### config.mk
export PLATFORM = sky130hd
export DESIGN_NAME = alu_pipe
export DESIGN_NICKNAME = d
export VERILOG_FILES = /design/src/rtl/alu_pkg.sv /design/src/rtl/alu_core.sv /design/src/rtl/alu_pipe.sv
export SDC_FILE = /design/constraint.sdc
export NUM_CORES = 1
export LEC_CHECK = 0
export CAP_MARGIN = 0
export CORE_AREA = 2 2 73 75
export CTS_BUF_LIST = sky130_fd_sc_hd__clkbuf_2
export CTS_CLUSTER_SIZE = 14
export DETAILED_ROUTE_END_ITERATION = 12
export DIE_AREA = 0 0 75 77
export PLACE_DENSITY = 0.82
export SLEW_MARGIN = 20
export SYNTH_ARGS = -nofsm -noshare
export SYNTH_HDL_FRONTEND = slang
export SYNTH_SLANG_ARGS = --single-unit
### constraint.sdc
create_clock -name clk -period 6.5 [get_ports clk]
set_input_delay 1.3 -clock clk [delete_from_list [all_inputs] [get_ports clk]]
set_output_delay 1.3 -clock clk [all_outputs]
set_load 0.01 [all_outputs]
### src/rtl/alu_pkg.sv
// Shared opcode encodings and flag bundle for the pipelined ALU.
package alu_pkg;

  localparam logic [2:0] OP_ADD = 3'b000;
  localparam logic [2:0] OP_SUB = 3'b001;
  localparam logic [2:0] OP_AND = 3'b010;
  localparam logic [2:0] OP_OR  = 3'b011;
  localparam logic [2:0] OP_XOR = 3'b100;
  localparam logic [2:0] OP_NOT = 3'b101;
  localparam logic [2:0] OP_ADC = 3'b110;
  localparam logic [2:0] OP_SBB = 3'b111;

  typedef struct packed {
    logic z;
    logic n;
    logic c;
    logic v;
  } alu_flags_t;

endpackage

### src/rtl/alu_core.sv
// Stateless ALU datapath: computes result and flags from operands and the current carry.
module alu_core
  import alu_pkg::*;
#(
  parameter int WIDTH = 8
) (
  input  logic [WIDTH-1:0] a,
  input  logic [WIDTH-1:0] b,
  input  logic [2:0]       op,
  input  logic             cin,
  output logic [WIDTH-1:0] result,
  output alu_flags_t       flags,
  output logic             carry_we
);

  logic [WIDTH:0] sum;
  logic           ci;
  logic           ovf;

  // Only ADC/SBB consume the carry register; ADD/SUB start from zero.
  assign ci = ((op == OP_ADC) || (op == OP_SBB)) ? cin : 1'b0;

  always_comb begin
    sum      = '0;
    result   = '0;
    ovf      = 1'b0;
    carry_we = 1'b0;
    case (op)
      OP_ADD, OP_ADC: begin
        sum      = {1'b0, a} + {1'b0, b} + {{WIDTH{1'b0}}, ci};
        result   = sum[WIDTH-1:0];
        carry_we = 1'b1;
        ovf      = (a[WIDTH-1] == b[WIDTH-1]) && (result[WIDTH-1] != a[WIDTH-1]);
      end
      OP_SUB, OP_SBB: begin
        // The extra top bit goes high exactly when a < b + ci, i.e. a borrow.
        sum      = {1'b0, a} - {1'b0, b} - {{WIDTH{1'b0}}, ci};
        result   = sum[WIDTH-1:0];
        carry_we = 1'b1;
        ovf      = (a[WIDTH-1] != b[WIDTH-1]) && (result[WIDTH-1] != a[WIDTH-1]);
      end
      OP_AND:  result = a & b;
      OP_OR:   result = a | b;
      OP_XOR:  result = a ^ b;
      default: result = ~a;
    endcase
  end

  always_comb begin
    flags   = '0;
    flags.z = (result == '0);
    flags.n = result[WIDTH-1];
    flags.c = carry_we ? sum[WIDTH] : cin;
    flags.v = ovf;
  end

endmodule

### src/rtl/alu_pipe.sv
// Two-stage valid/ready ALU pipeline with a persistent carry register for chained arithmetic.
module alu_pipe
  import alu_pkg::*;
#(
  parameter int WIDTH = 8
) (
  input  logic             clk,
  input  logic             rst,
  input  logic             in_valid,
  output logic             in_ready,
  input  logic [WIDTH-1:0] op_a,
  input  logic [WIDTH-1:0] op_b,
  input  logic [2:0]       alu_op,
  input  logic             carry_clr,
  output logic             out_valid,
  input  logic             out_ready,
  output logic [WIDTH-1:0] result,
  output logic             flag_z,
  output logic             flag_n,
  output logic             flag_c,
  output logic             flag_v
);

  logic             s1_valid_reg;
  logic [WIDTH-1:0] s1_a_reg;
  logic [WIDTH-1:0] s1_b_reg;
  logic [2:0]       s1_op_reg;
  logic             carry_reg;
  logic             out_valid_reg;
  logic [WIDTH-1:0] result_reg;
  alu_flags_t       flags_reg;

  logic             s2_advance;
  logic             accept;
  logic [WIDTH-1:0] core_result;
  alu_flags_t       core_flags;
  logic             core_carry_we;

  assign s2_advance = !out_valid_reg || out_ready;
  assign in_ready   = !s1_valid_reg || s2_advance;
  assign accept     = in_valid && in_ready;

  alu_core #(.WIDTH(WIDTH)) u_core (
    .a        (s1_a_reg),
    .b        (s1_b_reg),
    .op       (s1_op_reg),
    .cin      (carry_reg),
    .result   (core_result),
    .flags    (core_flags),
    .carry_we (core_carry_we)
  );

  always_ff @(posedge clk) begin
    if (rst) begin
      s1_valid_reg <= 1'b0;
      s1_a_reg     <= '0;
      s1_b_reg     <= '0;
      s1_op_reg    <= OP_ADD;
    end else if (accept) begin
      s1_valid_reg <= 1'b1;
      s1_a_reg     <= op_a;
      s1_b_reg     <= op_b;
      s1_op_reg    <= alu_op;
    end else if (s2_advance) begin
      s1_valid_reg <= 1'b0;
    end
  end

  always_ff @(posedge clk) begin
    if (rst) begin
      out_valid_reg <= 1'b0;
      result_reg    <= '0;
      flags_reg     <= '0;
    end else if (s2_advance) begin
      out_valid_reg <= s1_valid_reg;
      if (s1_valid_reg) begin
        result_reg <= core_result;
        flags_reg  <= core_flags;
      end
    end
  end

  // An arithmetic op entering stage 2 overrides a coincident clear.
  always_ff @(posedge clk) begin
    if (rst) begin
      carry_reg <= 1'b0;
    end else if (s2_advance && s1_valid_reg && core_carry_we) begin
      carry_reg <= core_flags.c;
    end else if (carry_clr) begin
      carry_reg <= 1'b0;
    end
  end

  assign out_valid = out_valid_reg;
  assign result    = result_reg;
  assign flag_z    = flags_reg.z;
  assign flag_n    = flags_reg.n;
  assign flag_c    = flags_reg.c;
  assign flag_v    = flags_reg.v;

endmodule
==> results.cfg, run 1 <==
[flow_run]
cap_violations = 0

[clock_tree]
cts_buffers = 5
path_clk_slew_ns = 0.17
cts_resized = 0
max-clock-path-buffers = 2
clkSinkCount = 33
htree_num_levels = 2
post_cts_buffers = 0
cts_tree = yes
cts-hold-fix-buffers = 0
ctsRootBufferMaster = clkbuf_2
clock_latency_ns = 0.36

[drt]
avgRoutedWirePerCell_um = 14.8
drt_first_pass_iters = 6
dr_wl_met2_mm = 3.12
vias = 2560
finalWirelength_mm = 6.58
wl_met3_um = 396
drc = 0
viasPerCell = 5.75
top_layer = met4
antenna_left = 0
drt_iter0_markers = 289
m1WireLength_mm = 2.94

[synth]
synthTopCellsByCount = 62 x nand2_1, 39 x a21oi_1, 33 x dfxtp_1
synth_top_area_frac = 0.250
synth_xor_area_frac = 0.0430
synth.most_common_cell = nand2_1
netlist_area_mm2 = 0.00265
synth_edf_count = 0
synth_cells = 345
synth_compound_area_frac = 0.238
ys.flop_type = dfxtp_1
yosysTopAreaCell = dfxtp_1
synth_mux_area_frac = 0.0156
synth-adder-area-share = 0.172
synth_top_family_by_area = compound AO/OA/AOI/OAI gates
syn_avg_cell_area_um2 = 7.67
synth-simple-area-share = 0.214
ys_types = 49
ys_ff_latch = 33
yosys-top-cells-area = dfxtp_1 25%, ha_1 14%, nand2_1 8.8%
synth_warnings = 0
ys_async_sr_fraction = 0
syn_nets = 403
yosysSeqAreaShare = 0.250

[cells_and_area]
stdcell_count = 445
n_antenna_cell = 0
final_core_util = 0.617
synthToLayoutAreaGrowth_pct = 16.1
layout.nets = 432
layout-drive-gt1-share = 0.0373

[worst_setup_path]
reg2reg_from = s1_op_reg[2]
crit_path_end_kind = primary output
reg2reg_slack_ns = 3.16
reg2regPathDepth = 9
r2r_end = flag_z
crit_arrival_ns = 2.59
critPathCapture = in_ready
cp_max_fo = 5
crit_path_start_kind = primary input
cp.required_ns = 5.20
setup.worst_path.class = primary input to primary output
startpoint = out_ready

[placed_design]
place.gp.congestion = 0.944
dp_hpwl_mm = 5.12
dp_cells = 437
port_buffers = 37

[outcome]
outcome = finished clean

[grt]
grt_pass1_wl_mm = 11.3
grtUsageTotal = 0.247
grt_overflow = 0
first_global_vias = 2381
grt_max_degree = 35
antenna_found_initial = 0

[timing]
rsz0062_at_grt = false
worst_clock_skew_ns = 0.00351
maxSlewHeadroom = 0.415
hold_viol = 0
min_period_ns = 3.89
setup_viol = 0
tightest_slew_ns = 0.876
maxSlewViolCount = 0
setup_tns_ns = 0
fmax_mhz = 257
period_share = 0.599

[hold_path]
hp-class = flop to flop
min_from = result[3]

[power_and_ir_drop]
p_leak_nw = 1.24
irDropWorstVdd_uv = 131
p_per_area_mw_per_mm2 = 167

[floorplanning]
die_y_um = 77
die_w_um = 75
initial_utilization = 0.532
ios = 38
die_area_mm2 = 0.00578
rows = 26
coreArea_mm2 = 0.00498
[through the flow]
| stage | total power, mW | hold slack, ns | setup slack [ns] | area (um^2) |
|---|---|---|---|---|
| finish | 0.512 | 0.471 | 2.61 | 3070 |
| global route | 0.545 | 0.500 | 2.53 | 3070 |
| CTS | 0.514 | 0.476 | 2.61 | 3080 |
| detailed placement | 0.419 | 0.455 | 2.62 | 3040 |
| global placement | 0.413 | 0.449 | 2.62 | 3040 |
| floorplan | 0.361 | 0.453 | 3.55 | 2650 |
[logic make-up (layout without fill, tap and decap cells)]
group | count (synthesis) | after routing
AND/OR/NAND/NOR | 122 | 122
XOR/XNOR | 13 | 13
adder cells (fa/ha/maj) | 34 | 34
AO/OA/AOI/OAI | 95 | 95
multiplexers | 4 | 4
buffers and inverters | 44 | 74
flip-flops | 33 | 33
[placed cells by master (no fill, tap or decap), types with 4 or more instances in the layout]
cell,Yosys,final
inv_1,29,29
a21o_1,6,6
clkbuf_2,0,5
fa_1,4,4
nor2b_1,8,8
nor3_1,7,7
dfxtp_1,33,33
xnor2_1,10,10
clkdlybuf4s50_1,0,36
a21oi_1,39,39
nand3_1,4,4
ha_1,30,30
o21ai_0,16,16
nor3b_1,5,5
a211oi_1,5,5
a222oi_1,4,4
nor2_1,20,20
nand2_1,62,62
[power breakdown]
| part | internal (mW) | total [mW] | switching, mW |
|---|---|---|---|
| Clock | 0.0251 | 0.0947 | 0.0696 |
| Combinational | 0.0848 | 0.187 | 0.102 |
| Sequential | 0.214 | 0.230 | 0.0160 |
[metal layers]
| layer | global-route usage | up-vias |
|---|---|---|
| li1 | - | 1259 |
| met1 | 0.341 | 1169 |
| met2 | 0.395 | 116 |
| met3 | 0.0289 | 16 |
| met4 | 0.0750 | 0 |
| met5 | 0 | - |
[critical path, stage by stage]
cell,delay (ns)
clkdlybuf4s50_1,0.39
nor2b_1,0.27
nand2_1,0.13
clkdlybuf4s50_1,0.50
[how the worst min path moves through the flow]
stage | endpoint | slack, ns | depth (start not counted)
6_report | result[3] | 0.47 | 2
5_1_grt | result[3] | 0.50 | 2
4_1_cts | result[3] | 0.48 | 2
3_5_place_dp | result[3] | 0.45 | 2
3_3_place_gp | result[3] | 0.45 | 2
2_1_floorplan | s1_b_reg[1] | 0.45 | 2
[area by class of cell]
type	count	area (um^2)
well taps	70	87.6
multi-input cells	268	1810
fillers	452	1900
repair buffers	37	365
inverters	29	109
clock buffers	5	25.0
clock inverters	3	17.5
flip-flops and latches	33	661
(Power assumes the default switching activity.)
==> inputs of run 2 (changes only) <==
clock period = 3.6 ns   (was 6.5 ns; I/O delays follow)
==> run 2 against run 1 <==
Effect of this change: wire length is 3.4% higher; clock power increased to 2.6 times the previous value; critical path depth is 6 higher; utilization increased by 1.1 points; critical path type is now flop to flop; largest power group unchanged; highest routed layer unchanged.
==> results.cfg, run 2 (same netlist as run 1, synthesis figures left out) <==
[outcome]
outcome = finished clean

[worst_setup_path]
crit_arrival_ns = 3.50
cpMaxStageDelayCell = dfxtp_1
crit_path_end_kind = flop
crit_path_start_kind = flop
cpMostUsedCell = nand3_1
cp_max_fo = 12
cp.required_ns = 3.91
setup.worst_path.class = flop to flop
path_cells = nand3_1 -> fa_1 -> ha_1 -> or4_4 -> o22ai_4 -> mux2i_1 -> a221oi_2 -> nand3_1 -> or4b_1 -> o31ai_2
cpPeakStageDelay_ns = 0.59

[drt]
finalWirelength_mm = 6.81
antenna_left = 0
drt_iter0_markers = 253
vias = 2583
drc = 0
viasPerCell = 5.75
drt_first_pass_iters = 6
avgRoutedWirePerCell_um = 15.2

[grt]
grt_pass1_wl_mm = 11.7
antenna_found_initial = 0
first_global_vias = 2534
grt_max_degree = 35
grt_overflow = 0
grtUsageTotal = 0.259

[clock_tree]
cts_tree = yes
post_cts_buffers = 0
clkSinkCount = 33
cts_buffers = 5
htree_num_levels = 2
cts-hold-fix-buffers = 0
clock_latency_ns = 0.37
max-clock-path-buffers = 2
ctsRootBufferMaster = clkbuf_2
path_clk_slew_ns = 0.18
cts_resized = 0

[cells_and_area]
final_core_util = 0.629
layout.nets = 436
layout-drive-gt1-share = 0.0422
final_common_cell = nand2_1
n_antenna_cell = 0
final_area_mm2 = 0.00313
synthToLayoutAreaGrowth_pct = 18.2
mostFrequentLayoutCells = 62 x nand2_1, 39 x a21oi_1, 37 x clkdlybuf4s50_1
stdcell_count = 449

[floorplanning]
die_w_um = 75
die_y_um = 77
die_area_mm2 = 0.00578
coreArea_mm2 = 0.00498
ios = 38
initial_utilization = 0.532
rows = 26

[hold_path]
hp-class = flop to flop

[timing]
setup_tns_ns = 0
hold_viol = 0
maxSlewHeadroom = 0.473
setup_viol = 0
hold_ws_ns = 0.466
fmax_mhz = 314
maxSlewViolCount = 0
tightest_slew_ns = 0.785
worst_clock_skew_ns = 0.0272
min_period_ns = 3.18
finalWorstSetupSlack_ns = 0.417
rsz0062_at_grt = false
period_share = 0.884

[power_and_ir_drop]
p_per_area_mw_per_mm2 = 320
p_total_mw = 1.00
irDropWorstVdd_uv = 334
p_leak_nw = 1.28

[placed_design]
place.gp.congestion = 0.963
port_buffers = 37
dp_hpwl_mm = 5.31
dpl_worst_slack_ns = 0.436
dp_cells = 441
placed_cell_area_mm2 = 0.00307

[flow_run]
cap_violations = 0
==> run 2: path summary, 6_finish.rpt <==
path           startpoint        end  slack (ns)  depth (start not counted)
max          s1_op_reg[2]     flag_z        0.42                         10
min             result[5]  result[5]        0.47                          2
max reg2reg  s1_op_reg[2]     flag_z        0.42                         10
min reg2reg     result[5]  result[5]        0.47                          2
==> run 2: area by class of cell <==
type	count	area, um^2
clock buffers	6	30.0
clock inverters	2	33.8
fillers	452	1850
inverters	29	109
multi-input cells	268	1810
flip-flops and latches	33	661
well taps	70	87.6
repair buffers	41	400
==> run 2: worst max-delay path: cells and delay by family, from the launching register on <==
| kind | cells | cell delay [ns] |
|---|---|---|
| simple gates | 4 | 1.26 |
| fa+ha+maj | 2 | 0.66 |
| flops | 1 | 0.59 |
| compound gates | 3 | 0.52 |
| mux | 1 | 0.12 |
==> run 2: metal layers <==
metal	global-route usage	up-vias	part of all wire
met1	0.363	1186	0.46
li1	-	1270	-
met2	0.403	114	0.46
met4	0.0911	0	0.020
met3	0.0329	13	0.067
met5	0	-	0
==> run 2: power breakdown <==
| group | switching, mW | internal [mW] |
|---|---|---|
| Clock | 0.123 | 0.119 |
| Sequential | 0.0255 | 0.387 |
| Combinational | 0.191 | 0.157 |
| Total | 0.340 | 0.662 |
==> inputs of run 3 (changes only) <==
DONT_BUFFER_PORTS = 1   (was unset)
PLACE_DENSITY = 0.72   (was 0.82)
==> run 3 against run 2 <==
Effect of this change: cell count down 8.7%; hold slack worse by 0.10 ns; total power down 4.0%; register-to-register slack worse by 0.06 ns; clock power up 5%; clock-buffer cell count down 1; setup slack worse by 0.062 ns; critical path depth up 1; global-route usage down 0.86 points; clock skew down 0.0086 ns; via count down 6.6%; flip-flop and latch count unchanged; critical path type unchanged.
==> results.cfg, run 3 (same netlist as run 1, synthesis figures left out) <==
[placed_design]
port_buffers = 0
place.gp.congestion = 1.01
dp_hpwl_mm = 5.11
dpl_worst_slack_ns = 0.424

[worst_setup_path]
setup.worst_path.class = flop to flop
cpPeakStageDelay_ns = 0.59
crit_path_end_kind = flop
path_cells = nand3_1 -> inv_1 -> fa_1 -> ha_1 -> o21a_1 -> nor3_1 -> nor4_1 -> nor3b_1 -> a22oi_1 -> or4b_1 -> o31ai_2
startpoint = s1_op_reg[2]
cp.required_ns = 3.92
reg2reg_slack_ns = 0.35
reg2reg_from = s1_op_reg[2]
crit_arrival_ns = 3.56
critPathTopFamily = simple AND/OR/NAND/NOR gates
cpMaxStageDelayCell = dfxtp_1
cp_num_buf_inv = 1
cp_max_fo = 12
crit_path_start_kind = flop

[flow_run]
cap_violations = 0

[floorplanning]
initial_utilization = 0.532
ios = 38
die_y_um = 77
die_w_um = 75
die_area_mm2 = 0.00578
coreArea_mm2 = 0.00498
rows = 26

[drt]
avgRoutedWirePerCell_um = 16.1
drt_first_pass_iters = 4
drt_iter0_markers = 195
viasPerCell = 5.88
antenna_left = 0
vias = 2412
drc = 0
finalWirelength_mm = 6.61

[clock_tree]
post_cts_buffers = 0
cts_resized = 0
ctsRootBufferMaster = clkbuf_2
clkSinkCount = 33
cts_buffers = 5
htree_num_levels = 2
clock_latency_ns = 0.39
path_clk_slew_ns = 0.19
cts_tree = yes
cts-hold-fix-buffers = 0
max-clock-path-buffers = 2

[cells_and_area]
final_common_cell = nand2_1
layout-drive-gt1-share = 0.0441
layout.nets = 397
synthToLayoutAreaGrowth_pct = 3.92
seq_area_um2 = 661
n_antenna_cell = 0
nFillCells = 499
mostFrequentLayoutCells = 62 x nand2_1, 39 x a21oi_1, 33 x dfxtp_1
multi_input_area_mm2 = 0.00181

[grt]
grt_overflow = 0
grt_pass1_wl_mm = 11.2
antenna_found_initial = 0
grtUsageTotal = 0.250
first_global_vias = 2412
grt_max_degree = 35

[timing]
maxSlewHeadroom = 0.399
fmax_mhz = 308
setup_viol = 0
tightest_slew_ns = 0.900
hold_ws_ns = 0.365
min_period_ns = 3.25
period_share = 0.901
maxSlewViolCount = 0
hold_viol = 0
setup_tns_ns = 0
finalWorstSetupSlack_ns = 0.355
worst_clock_skew_ns = 0.0186
rsz0062_at_grt = false

[power_and_ir_drop]
p_leak_nw = 1.12
irDropWorstVdd_uv = 278
p_per_area_mw_per_mm2 = 350

[outcome]
outcome = finished clean

[hold_path]
hp-class = primary input to flop
min_from = rst
## run 3: cell count changes in the layout (fill, tap and decap cells not counted)
cell             previous run  this run
clkinv_4                    0         1
clkinvlp_4                  0         1
clkdlybuf4s50_1            37         0
clkinv_1                    1         0
clkbuf_2                    6         5
buf_4                       4         2
## run 3: final cells by class
class | instances | share of cell area
Multi-Input combinational cell | 268 | 0.657
Sequential cell | 33 | 0.240
Inverter | 29 | 0.0396
Tap cell | 70 | 0.0318
Clock inverter | 3 | 0.0168
Clock buffer | 5 | 0.00910
Timing Repair Buffer | 2 | 0.00546
## run 3: metrics by stage
stage / total power [mW] / instances / utilization / instance area, um^2
after detailed placement: 0.707 / 402 / 0.538 / 2680
after global routing: 1.02 / 410 / 0.553 / 2750
after CTS: 0.965 / 410 / 0.553 / 2750
after floorplan: 0.652 / 345 / - / 2650
after global placement: 0.703 / 402 / 0.538 / 2680
final: 0.962 / 410 / 0.553 / 2750
## run 3: worst paths after layout
kind	end	depth (start not counted)
setup / recovery	flag_z	11
hold / removal	result[5]	1
setup reg to reg	flag_z	11
hold reg to reg	s1_b_reg[1]	2
## run 3: where the power goes
part / total [mW] / internal (mW) / switching, mW
combinational: 0.288 / 0.119 / 0.169
sequential: 0.419 / 0.387 / 0.0319
clock: 0.255 / 0.118 / 0.137
total: 0.962 / 0.624 / 0.338
## run 3: per-layer routing
| metal | wire [um] | vias to the layer above | track usage |
|---|---|---|---|
| li1 | - | 1185 | - |
| met1 | 2970 | 1115 | 0.336 |
| met2 | 3040 | 90 | 0.388 |
| met3 | 407 | 22 | 0.0434 |
| met4 | 206 | 0 | 0.109 |
| met5 | 0 | - | 0 |
